[src/rtl/serial_subtractor_if.sv]
// Start/done handshake and operand/result bundle for serial_subtractor.
// The master drives the request and operands; the slave (the subtractor) returns status and results.
interface serial_subtractor_if #(
    parameter int WIDTH = 8
);
    logic             start;
    logic [WIDTH-1:0] a;
    logic [WIDTH-1:0] b;
    logic             busy;
    logic             done;
    logic [WIDTH-1:0] diff;
    logic             bout;
    logic             ovf;

    modport master (
        output start, a, b,
        input  busy, done, diff, bout, ovf
    );

    modport slave (
        input  start, a, b,
        output busy, done, diff, bout, ovf
    );
endinterface

[src/rtl/serial_subtractor.sv]
// Bit-serial subtractor: diff = a - b, LSB first, one full-subtractor cell plus a borrow flop.
// Optional macro SERIAL_SUBTRACTOR_SIGNED_EN builds the signed-overflow flag; otherwise ovf is tied to 0.
module serial_subtractor #(
    parameter int WIDTH = 8
) (
    input  logic                clk,
    input  logic                rst_n,
    serial_subtractor_if.slave  bus
);
    localparam int CNT_W = (WIDTH > 1) ? $clog2(WIDTH) : 1;
    localparam logic [CNT_W-1:0] LAST_CNT = CNT_W'(WIDTH - 1);

    typedef enum logic {
        IDLE = 1'b0,
        RUN  = 1'b1
    } state_t;

    state_t             state_q, state_d;
    logic [WIDTH-1:0]   sa_q, sa_d;
    logic [WIDTH-1:0]   sb_q, sb_d;
    logic [WIDTH-2:0]   res_q, res_d;
    logic [CNT_W-1:0]   cnt_q, cnt_d;
    logic               br_q, br_d;
    logic [WIDTH-1:0]   diff_q, diff_d;
    logic               bout_q, bout_d;
    logic               done_q, done_d;

    logic               bit_x;
    logic               bit_y;
    logic               bit_d;
    logic               br_next;
    logic [WIDTH-1:0]   shifted;

    // Full-subtractor cell on the current LSBs; the new bit enters the result from the MSB side.
    assign bit_x   = sa_q[0];
    assign bit_y   = sb_q[0];
    assign bit_d   = bit_x ^ bit_y ^ br_q;
    assign br_next = (~bit_x & bit_y) | (~bit_x & br_q) | (bit_y & br_q);
    assign shifted = {bit_d, res_q};

`ifdef SERIAL_SUBTRACTOR_SIGNED_EN
    logic sign_a_q, sign_a_d;
    logic sign_b_q, sign_b_d;
    logic ovf_q, ovf_d;
`endif

    always_comb begin
        state_d = state_q;
        sa_d    = sa_q;
        sb_d    = sb_q;
        res_d   = res_q;
        cnt_d   = cnt_q;
        br_d    = br_q;
        diff_d  = diff_q;
        bout_d  = bout_q;
        done_d  = 1'b0;
`ifdef SERIAL_SUBTRACTOR_SIGNED_EN
        sign_a_d = sign_a_q;
        sign_b_d = sign_b_q;
        ovf_d    = ovf_q;
`endif
        case (state_q)
            IDLE: begin
                if (bus.start) begin
                    sa_d    = bus.a;
                    sb_d    = bus.b;
                    br_d    = 1'b0;
                    cnt_d   = '0;
                    state_d = RUN;
`ifdef SERIAL_SUBTRACTOR_SIGNED_EN
                    sign_a_d = bus.a[WIDTH-1];
                    sign_b_d = bus.b[WIDTH-1];
`endif
                end
            end
            RUN: begin
                res_d = shifted[WIDTH-1:1];
                sa_d  = {1'b0, sa_q[WIDTH-1:1]};
                sb_d  = {1'b0, sb_q[WIDTH-1:1]};
                cnt_d = cnt_q + CNT_W'(1);
                br_d  = br_next;
                // Final bit: publish the full result, the sign bit is the one just computed.
                if (cnt_q == LAST_CNT) begin
                    diff_d  = shifted;
                    bout_d  = br_next;
                    done_d  = 1'b1;
                    state_d = IDLE;
`ifdef SERIAL_SUBTRACTOR_SIGNED_EN
                    ovf_d = (sign_a_q != sign_b_q) && (bit_d != sign_a_q);
`endif
                end
            end
            default: state_d = IDLE;
        endcase
    end

    always_ff @(posedge clk) begin
        if (!rst_n) begin
            state_q <= IDLE;
            sa_q    <= '0;
            sb_q    <= '0;
            res_q   <= '0;
            cnt_q   <= '0;
            br_q    <= 1'b0;
            diff_q  <= '0;
            bout_q  <= 1'b0;
            done_q  <= 1'b0;
        end else begin
            state_q <= state_d;
            sa_q    <= sa_d;
            sb_q    <= sb_d;
            res_q   <= res_d;
            cnt_q   <= cnt_d;
            br_q    <= br_d;
            diff_q  <= diff_d;
            bout_q  <= bout_d;
            done_q  <= done_d;
        end
    end

`ifdef SERIAL_SUBTRACTOR_SIGNED_EN
    always_ff @(posedge clk) begin
        if (!rst_n) begin
            sign_a_q <= 1'b0;
            sign_b_q <= 1'b0;
            ovf_q    <= 1'b0;
        end else begin
            sign_a_q <= sign_a_d;
            sign_b_q <= sign_b_d;
            ovf_q    <= ovf_d;
        end
    end

    assign bus.ovf = ovf_q;
`else
    assign bus.ovf = 1'b0;
`endif

    assign bus.busy = (state_q == RUN);
    assign bus.done = done_q;
    assign bus.diff = diff_q;
    assign bus.bout = bout_q;
endmodule

[src/flat_wrapper.sv]
// flat-port wrapper written by rule: the top's interface ports become plain ports
module serial_subtractor_flat 
#(
    parameter int WIDTH = 8
)
  (clk, rst_n, bus_start, bus_a, bus_b, bus_busy, bus_done, bus_diff, bus_bout, bus_ovf);
  serial_subtractor_if #(.WIDTH(WIDTH)) bus_i ();
  input  logic clk;
  input  logic rst_n;
  input wire logic [$bits(bus_i.start)-1:0] bus_start;
  input wire logic [$bits(bus_i.a)-1:0] bus_a;
  input wire logic [$bits(bus_i.b)-1:0] bus_b;
  output wire logic [$bits(bus_i.busy)-1:0] bus_busy;
  output wire logic [$bits(bus_i.done)-1:0] bus_done;
  output wire logic [$bits(bus_i.diff)-1:0] bus_diff;
  output wire logic [$bits(bus_i.bout)-1:0] bus_bout;
  output wire logic [$bits(bus_i.ovf)-1:0] bus_ovf;
  assign bus_i.start = bus_start;
  assign bus_i.a = bus_a;
  assign bus_i.b = bus_b;
  assign bus_busy = bus_i.busy;
  assign bus_done = bus_i.done;
  assign bus_diff = bus_i.diff;
  assign bus_bout = bus_i.bout;
  assign bus_ovf = bus_i.ovf;
  serial_subtractor #(.WIDTH(WIDTH)) u_core (.clk(clk), .rst_n(rst_n), .bus(bus_i));
endmodule
[config.mk]
export PLATFORM = sky130hd
export DESIGN_NAME = serial_subtractor_flat
export DESIGN_NICKNAME = d
export VERILOG_FILES = /design/src/rtl/serial_subtractor_if.sv /design/src/rtl/serial_subtractor.sv /design/src/flat_wrapper.sv
export SDC_FILE = /design/constraint.sdc
export NUM_CORES = 1
export LEC_CHECK = 0
export CORE_ASPECT_RATIO = 0.7
export CORE_UTILIZATION = 45
export CTS_CLUSTER_SIZE = 12
export DETAILED_ROUTE_END_ITERATION = 7
export PLACE_DENSITY = 0.75
export SLEW_MARGIN = 20
export SYNTH_ARGS = -nofsm -noshare
export SYNTH_HDL_FRONTEND = slang
export SYNTH_SLANG_ARGS = --single-unit
[constraint.sdc]
create_clock -name clk -period 1.8 [get_ports clk]
set_clock_uncertainty 0.1 [all_clocks]
set_input_delay 0.18 -clock clk [delete_from_list [all_inputs] [get_ports clk]]
set_output_delay 0.18 -clock clk [all_outputs]
set_load 0.02 [all_outputs]
==> results.cfg <==
[run_status]
status = finished clean

[clock_tree]
hold_buffers = 0
ctsResizeCount = 0
cts_tree = done
numCtsBuffers = 5
clk_path_buf_depth = 2
cts_setup_buffers = 0
clkTransAtPathRegs_ps = 70
clk_latency_ps = 280
htree_levels = 2
cts_sinks = 38
cts-root-buf = clkbuf_8

[grt]
overflow = 0
antenna_found_initial = 0
track_usage_pct = 16.1
first_global_vias = 1113
grt_pass1_wl_um = 4790
grt_max_degree = 35

[detailed_routing]
wire_per_inst_um = 12.6
wirelength_um = 3020
ant_nets = 0
vias = 1209
drt_iter0_drc = 57
via_per_inst = 5.06
first_pass_iters = 4
drc = 0

[synthesis]
synth-seq-cells = 38
synth-edff-count = 0
synth_seq_area_share_pct = 45.8
yosys_warnings = 0
syn_area_per_cell_um2 = 10.2
syn_nets = 184
syn_inst = 162
syn_area_um2 = 1660
async_reset_ff_share_pct = 0
synth.distinct_cells = 25
ys.flop_type = dfxtp_1

[critical_path]
rrSetupSlack_ps = 370
path_class = reg -> out
cp.buffers_inverters = 1
crit_slowest_cell = clkdlybuf4s50_1
worstPathRequired_ps = 1520
worst_setup_path_start_kind = flip-flop
ff2ff_path_depth = 5
crit_chain = clkdlybuf4s50_1
critPathCaptureType = output pin
crit_arrival_ps = 1330
path_max_fanout = 3
cp_top_family = buffers and inverters
r2r-end = u_core.bus.bout
rr_startpoint = u_core.cnt_q[0]
cpPeakStageDelay_ps = 640

[sta]
max_clock_freq_mhz = 622
rsz0062_at_grt = no
post-route-min-period_ps = 1610
setup_viol = 0
final_hold_viol_count = 0
fin_crit_sh_pct = 89.3
tns_ps = 0
drv_slew = 0

[min_path]
min_to = u_core.bus.diff[0]
min_from = u_core.res_q[0]
hold-path-cell-count = 2
min_path_type = reg -> reg

[layout]
final_cells = 239
finalNetCount = 210
final_core_util_pct = 58.5
diodes = 0
drive_gt1_share_pct = 12.2
fillers = 309
syn2layout_area_growth_pct = 24.5

[die]
boundaryPins = 31
core-area_um2 = 3540
start_util_pct = 47.0
die_h_um = 52.8
rows = 18
die_area_um2 = 3940
die_x_um = 74.6

[placement]
numPortBuffers = 29
gp_congestion = 0.699
dp.cells = 231
place_hpwl_um = 2040

[pwr]
power.total_uw = 1700
leakage_uw = 0.000806
ir_drop_v = 0.000344
power_density_nw_per_um2 = 822

[job]
cap_viol_max_count = 0
[cells by family (layout without fill, tap and decap cells)]
logic type,count (synthesis),after routing,share of synthesized area [%]
multiplexers,22,22,13.3
adder cells (fa/ha/maj),3,3,2.71
AO/OA/AOI/OAI,39,39,16.9
other,1,1,0.226
AND/OR/NAND/NOR,41,41,13.6
flip-flops,38,38,45.8
buffers and inverters,18,45,7.46
[tightest hold or removal path, cell delays in order (launching register included)]
cell	delay (ps)
dfxtp_1	310
nand3_1	60
a21oi_1	60
[worst max-delay path by stage]
stage                              end  cells after the start             from  slack [ps]
finish                        bus_busy                      1  u_core.bus.busy         190
global route                  bus_busy                      1  u_core.bus.busy         160
CTS                           bus_busy                      1  u_core.bus.busy         180
floorplan           u_core.bus.diff[5]                      5  u_core.cnt_q[0]         500
global placement       u_core.cnt_q[2]                      4        bus_start         330
detailed placement     u_core.cnt_q[1]                      4        bus_start         290
[through the flow]
stage | hold WS, ps | instance area, um^2 | setup WS [ps]
after floorplan | 222 | 1660 | 495
after global placement | 357 | 1980 | 331
after detailed placement | 366 | 1980 | 287
after CTS | 380 | 2070 | 180
after global routing | 404 | 2070 | 157
final | 381 | 2070 | 193
[per-layer routing]
layer | up-vias | routed length, um | global-route usage, %
met4 | 0 | 12 | 5.97
met3 | 2 | 91 | 3.46
met1 | 571 | 1430 | 19.5
li1 | 618 | - | -
met2 | 18 | 1480 | 28.1
met5 | - | 0 | 0
[synthesized netlist by cell type (4+ instances only)]
library cell  number  area [um^2]
buf_6              4         45.0
a211oi_1          15          113
nor2_1             9         33.8
dfxtp_1           38          761
a21bo_2            8         80.1
nor2b_1           14         87.6
a21oi_1           13         65.1
clkbuf_1           4         15.0
nand3_1            8         40.0
mux2i_1           22          220
or3b_1             4         35.0
[layout make-up]
type                            instances  area, um^2  area share, %
Multi-Input combinational cell        106         776           37.5
Sequential cell                        38         761           36.8
Timing Repair Buffer                   34         365           17.7
Clock buffer                            7        86.3           4.18
Tap cell                               50        62.6           3.03
Inverter                                3        11.3          0.545
Clock inverter                          1        5.00          0.242
[sequential cells by signal, indices dropped and copies added (netlist names)]
signal           count
u_core.bus.diff      8
u_core.sa_q          8
u_core.sb_q          8
u_core.res_q         7
u_core.cnt_q         3
u_core.br_q          1
u_core.bus.bout      1
u_core.bus.busy      1
u_core.bus.done      1
[cell usage in the layout (no fill, tap or decap), types with 2 or more instances in the layout]
master,Yosys,final
nand2b_1,2,2
nor2b_1,14,14
clkdlybuf4s50_1,0,29
inv_2,2,2
ha_1,2,2
buf_4,3,2
buf_12,0,3
clkbuf_8,0,6
nand2_1,3,3
dfxtp_1,38,38
a211oi_1,15,15
or3b_1,4,4
nor2_1,9,9
a21oi_1,13,13
a21bo_2,8,8
nand3_1,8,8
mux2i_1,22,22
[power by group]
part           switching [uW]  internal, uW
sequential               23.9           879
clock                     281           309
combinational            96.2           110
total                     401          1300
No activity file was read; power rests on OpenSTA's default activity.
